[src/rtl/inc_dec_arbiter.sv]
// Round-robin arbiter that shares one registered increment/decrement unit among NUM_REQ requesters.
// Optional counters are enabled by defining INC_DEC_ARB_STATS_EN.
module inc_dec_arbiter #(
   parameter int WIDTH   = 8,
   parameter int NUM_REQ = 4,
   parameter int ID_W    = 2
) (
   input  logic                     clk,
   input  logic                     rst,
   input  logic [NUM_REQ-1:0]       req,
   input  logic [NUM_REQ*WIDTH-1:0] req_a,
   input  logic [NUM_REQ-1:0]       req_inc,
   output logic [NUM_REQ-1:0]       gnt,
   output logic                     rsp_valid,
   input  logic                     rsp_ready,
   output logic [ID_W-1:0]          rsp_id,
   output logic [WIDTH-1:0]         rsp_result,
   output logic                     rsp_cout
`ifdef INC_DEC_ARB_STATS_EN
   ,
   input  logic                     stat_clr,
   output logic [15:0]              stat_grants,
   output logic [15:0]              stat_stalls
`endif
);

   logic [ID_W-1:0]  ptr;
   logic [ID_W-1:0]  sel;
   logic             found;
   logic             can_issue;
   logic [WIDTH-1:0] sel_a;
   logic             sel_inc;
   logic [WIDTH:0]   sum;

   assign can_issue = !rsp_valid || rsp_ready;

   // Scan upward from ptr with wrap; the first asserted request wins.
   always_comb begin
      int idx;
      idx     = 0;
      found   = 1'b0;
      sel     = '0;
      sel_a   = '0;
      sel_inc = 1'b0;
      for (int k = 0; k < NUM_REQ; k++) begin
         idx = int'(ptr) + k;
         if (idx >= NUM_REQ)
            idx = idx - NUM_REQ;
         if (!found && req[idx]) begin
            found   = 1'b1;
            sel     = ID_W'(idx);
            sel_a   = req_a[idx*WIDTH +: WIDTH];
            sel_inc = req_inc[idx];
         end
      end
   end

   always_comb begin
      gnt = '0;
      if (!rst && can_issue && found)
         gnt[sel] = 1'b1;
   end

   // The extra top bit is the carry for increment and the borrow for decrement.
   always_comb begin
      if (sel_inc)
         sum = {1'b0, sel_a} + (WIDTH+1)'(1);
      else
         sum = {1'b0, sel_a} - (WIDTH+1)'(1);
   end

   always_ff @(posedge clk or posedge rst) begin
      if (rst) begin
         rsp_valid  <= 1'b0;
         rsp_id     <= '0;
         rsp_result <= '0;
         rsp_cout   <= 1'b0;
         ptr        <= '0;
      end else if (can_issue) begin
         if (found) begin
            rsp_valid  <= 1'b1;
            rsp_id     <= sel;
            rsp_result <= sum[WIDTH-1:0];
            rsp_cout   <= sum[WIDTH];
            ptr        <= (sel == ID_W'(NUM_REQ-1)) ? '0 : sel + 1'b1;
         end else begin
            rsp_valid  <= 1'b0;
         end
      end
   end

`ifdef INC_DEC_ARB_STATS_EN
   logic grant_any;
   logic stall;

   assign grant_any = |gnt;
   assign stall     = |req && !can_issue;

   always_ff @(posedge clk or posedge rst) begin
      if (rst) begin
         stat_grants <= '0;
         stat_stalls <= '0;
      end else if (stat_clr) begin
         stat_grants <= '0;
         stat_stalls <= '0;
      end else begin
         if (grant_any && stat_grants != 16'hFFFF)
            stat_grants <= stat_grants + 16'd1;
         if (stall && stat_stalls != 16'hFFFF)
            stat_stalls <= stat_stalls + 16'd1;
      end
   end
`endif

endmodule

[config.mk]
export PLATFORM = sky130hd
export DESIGN_NAME = inc_dec_arbiter
export DESIGN_NICKNAME = d
export VERILOG_FILES = /design/src/rtl/inc_dec_arbiter.sv
export SDC_FILE = /design/constraint.sdc
export NUM_CORES = 1
export LEC_CHECK = 0
export CAP_MARGIN = 20
export CORE_ASPECT_RATIO = 1.1
export CORE_MARGIN = 1.5
export CORE_UTILIZATION = 51
export CTS_CLUSTER_DIAMETER = 80
export DETAILED_ROUTE_END_ITERATION = 12
export PLACE_DENSITY = 0.82
export SYNTH_ARGS = -nofsm -noshare
export SYNTH_HDL_FRONTEND = slang
export SYNTH_SLANG_ARGS = --single-unit
[constraint.sdc]
create_clock -name clk -period 7.1 [get_ports clk]
set_input_delay 0.71 -clock clk [delete_from_list [all_inputs] [get_ports clk]]
set_output_delay 0.71 -clock clk [all_outputs]
set_load 0.01 [all_outputs]
Word-level counts from Yosys, hierarchy flattened
Cells that the tools add are included.
{ "totals": {"ff_bits": 14, "latch_bits": 0, "mem_bits_rw": 0, "mem_bits_ro": 0, "inputBits": 43, "out_inout_bits": 16, "wordCells": 93, "memories": 0} }
{ "classes": {"addsub": 10, "mul": 0, "n_div": 0, "magnitude_cmp": 10, "n_eq_ne": 1, "shift": 4, "n_mux": 50, "n_bitwise": 0, "reduce_logical": 13} }
{ "op_table": {"columns": ["op", "n"], "rows": [
  ["$lt 32x4->1 const B", 4],
  ["$mux 32", 4],
  ["$shiftx 32x32->8", 4],
  ["$mux 8", 4],
  ["$mux 1", 26],
  ["$bmux 1 s2", 8],
  ["$sub 3x3->4 const B", 3],
  ["$mux 2", 5],
  ["$add 8x1->9 const B", 1],
  ["$ge 3x3->1 const B", 3],
  ["$mux 9", 1],
  ["$sub 8x1->9 const B", 1],
  ["$add 2x2->3 const B", 2],
  ["$logic_and 1x1->1", 6],
  ["$logic_not 1->1", 5],
  ["$mux 4", 1],
  ["$sub 2x3->4 const B", 1],
  ["$add 2x1->3 const B", 1],
  ["$ge 2x3->1 const B", 1],
  ["$lt 2x3->1 const B", 1],
  ["$add 2x1->2 const B", 1],
  ["$demux 1 s2", 1],
  ["$eq 2x2->1 const B", 1],
  ["$ge 2x1->1 const B", 1],
  ["other kinds (2)", 2]
]} }

Longest topological paths before layout
{ "logic_depth": {"depth_word": 20, "ltp_mapped": 19, "ltp_nobuf": 14} }

Worst setup path after synthesis
No wires, ideal clock.
{ "synth_timing": {"kind": "register to register", "start": "register ptr[0]", "end": "register rsp_cout", "setup_time_ns": 0.096, "t_arrival_ns": 5.070, "setup_slack_ns": 1.935, "stages_incl_launch_ff": 19, "n_path_buf": 5, "period_less_slack_ns": 5.165, "cell_sequence": "dfrtp_1 > buf_6 > buf_2 > buf_1 > buf_2 > inv_1 > ha_1 > buf_6 > mux4_2 > nand2_1 > a21oi_1 > a221oi_1 > ha_1 > a21o_1 > a21oi_1 > o21bai_1 > a2111o_1 > and3_1 > o31ai_1"} }
{ "synth_between": {"elab_chain_len": 17, "word_cells_on_any_way": 65} }
{ "synth_rtl": {"columns": ["item", "line", "rtl"], "rows": [
  ["start, declared", "27", "logic [ID_W-1:0] ptr;"],
  ["start signal, assigned", "85", "ptr <= (sel == ID_W'(NUM_REQ-1)) ? '0 : sel + 1'b1;"],
  ["branches (longest 17 deep; another with $sub 3x3->4)", null, null],
  ["end signal, assigned", "84", "rsp_cout <= sum[WIDTH];"],
  ["end, declared", "18", "output logic rsp_cout"]
]} }
Several ways; the timed one is not identified. The select of a mux whose other input is x is not followed.
A chain may end at the register's enable or synchronous reset.

Worst setup path in the final report
{ "layout_timing": {"start": "register ptr[1]", "end": "output gnt[2]"} }
{ "layout_between": {"elab_chain_len": 20, "word_cells_on_any_way": 48} }
{ "layout_rtl": {"columns": ["item", "line", "rtl"], "rows": [
  ["branches (longest 19 deep; another with $sub 3x3->4)", null, null],
  ["$mux 4 (*)", "60", "if (!rst && can_issue && found)"],
  ["end, declared", "13", "output logic [NUM_REQ-1:0] gnt,"]
]} }
Every way passes the cells marked *. The select of a mux whose other input is x is not followed.

==> impl_metrics.ini <==
[run_status]
status = complete, no violations

[yosys]
synthTopCellsByArea = mux4_2 23%, dfrtp_1 15%, ha_1 8.4%
yosysMostFrequentCell = nand2_1
synth_common_cells = 31 x nand2_1, 25 x mux4_2, 16 x ha_1, 14 x dfrtp_1
muxShareOfSynthArea = 0.328
synth_top_cell_by_area = mux4_2
ys_ff_latch = 14
synth-async-reset-ratio = 1.00
ys.flop_type = dfrtp_1
avgSynthCellArea_um2 = 9.67
synth-compound-area-share = 0.188
synthAdderAreaFrac = 0.0919
synth_warnings = 0
synth_cell_types = 50
synth.cell_area_mm2 = 0.00240
syn_nets = 308
yosysTopAreaCellShare = 0.235
ys_seq_area_frac = 0.146
synth-xor-area-share = 0.0219
synth_edf_count = 0
syn_inst = 248
synth_top_family_by_area = multiplexers
synthSimpleGateAreaFrac = 0.177

[clock_tree]
tritoncts_num_sinks = 14
postCtsSetupBuffers = 0
cts.clk_slew.worst_paths_ns = 0.06
cts_tree = built
ctsResizeCount = 0
numCtsBuffers = 3
holdBufCountCts = 0
cts.path.max_buffers = 2
clk_latency_ns = 0.24
cts-root-buf = clkbuf_8
htreeDepth = 1

[timing]
relSlewSlack = 0.506
tightest_slew_ns = 0.741
finalSetupViolations = 0
rsz0062_at_grt = no
fin_skew_ns = 0.00173
max_freq_ghz = 0.196
period_share = 0.720
drv_slew = 0
finalHoldViolations = 0
tns_ns = 0
post-route-min-period_ns = 5.11

[die]
io_pins = 59
core_area_mm2 = 0.00441
die_width_um = 68.4
die_area_mm2 = 0.00512
die_h_um = 74.9
num_rows = 25
start_util = 0.544

[worst_setup_path]
crit_fanout = 27
critPathKind = reg -> out
crit_arrival_ns = 4.40
end_kind = primary output
cp-start-kind = flip-flop
required_ns = 6.39

[route]
initialDrtViolationCount = 55
first_pass_iters = 4
avgViaCountPerCell = 6.30
ant_nets = 0
wl_per_cell_um = 15.4
via_count = 2213
drt_wl_total_um = 5390
drc = 0

[global_routing]
track_usage = 0.226
antenna_found_initial = 0
globalRouteOverflowTotal = 0
grt_pass1_vias = 2094
grt_pass1_wl_um = 9140
grt_max_degree = 55

[final_layout]
final_util = 0.687
num_antenna_cells = 0
regArea_um2 = 352
area_delta_synth_final_pct = 26.5
nets = 358
multi_input_area_mm2 = 0.00193
fillers = 389
design_area_mm2 = 0.00303
drive_gt1_frac = 0.189

[min_path]
hp-class = reg -> reg

[placed_design]
gp_congestion = 0.860
hpwlAfterDp_um = 4320
io_buffers = 58
dpl_cell_area_mm2 = 0.00299

[flow_run]
max_cap_viol_count = 0
==> logic make-up (layout without fill, tap and decap cells) <==
logic type / after synthesis / in the layout
AO/OA/AOI/OAI: 61 / 61
XOR/XNOR: 6 / 6
adder cells (fa/ha/maj): 17 / 17
buffers and inverters: 24 / 73
flip-flops: 14 / 14
multiplexers: 46 / 46
AND/OR/NAND/NOR: 80 / 80
==> per-layer routing <==
layer,wire length (um),GRT usage,vias to the layer above
met5,0,0,-
met4,61,0.0600,0
met3,239,0.00897,8
met2,2760,0.392,86
met1,2330,0.310,1060
li1,-,-,1059
==> area by class of cell <==
cell class / instances / share of cell area
clock buffer: 4 / 0.0149
tap: 54 / 0.0223
timing repair buffer: 61 / 0.199
sequential: 14 / 0.116
inverter: 8 / 0.00991
multi-input combinational: 210 / 0.638
==> registers in the layout (all words and copies together), names as in the netlist <==
register,cells
rsp_id,2
rsp_result,8
rsp_valid,1
ptr,2
rsp_cout,1
==> metrics by stage <==
stage | setup WS [ns] | hold WS [ns] | std cells
2_1_floorplan | 1.93 | 0.513 | 248
4_1_cts | 1.99 | 0.483 | 351
6_report | 1.99 | 0.474 | 351
3_5_place_dp | 2.11 | 0.470 | 347
5_1_grt | 1.63 | 0.505 | 351
3_3_place_gp | 2.29 | 0.461 | 347
==> critical path: stages (launching register included) <==
cell and delay (ns):
dfrtp_1 0.78, inv_1 0.40, ha_1 0.43, buf_4 0.33
mux4_2 0.43, nor2_1 0.26, a21o_1 0.65, nor2_1 0.17
and2_1 0.21, clkdlybuf4s50_1 0.47
==> final timing paths <==
check | from | end | slack, ns | cells past startpoint
min reg2reg | rsp_result[6] | rsp_result[6] | 0.47 | 2
max in group asynchronous | rst | ptr[0] | 5.89 | 2
max | ptr[1] | gnt[2] | 1.99 | 9
min in group asynchronous | rst | ptr[1] | 0.83 | 2
min | rsp_result[6] | rsp_result[6] | 0.47 | 2
max reg2reg | ptr[1] | rsp_cout | 2.06 | 14
==> cell usage in the layout (no fill, tap or decap), types with 2 or more instances in the layout <==
master           instances
o31ai_1                  2
buf_4                    3
a32oi_1                  2
mux2i_1                 10
a311oi_1                 5
a221oi_1                 6
dfrtp_1                 13
a21o_1                   5
and2_1                   4
mux4_2                  25
nand3b_1                 2
or2_2                    6
xnor2_1                  2
nor2_1                   9
a21oi_1                 11
nand2b_1                 6
o22ai_1                  9
o21ai_0                  9
ha_1                    16
xor2_1                   4
nand2_1                 31
clkdlybuf4s50_1         58
clkbuf_8                 3
nor2b_1                 10
nand3_1                  3
inv_1                    8
mux2_2                  11
Power is left out: the tool's default activity adds up to more than one toggle a clock period on the data nets, which glitch-free logic cannot reach.
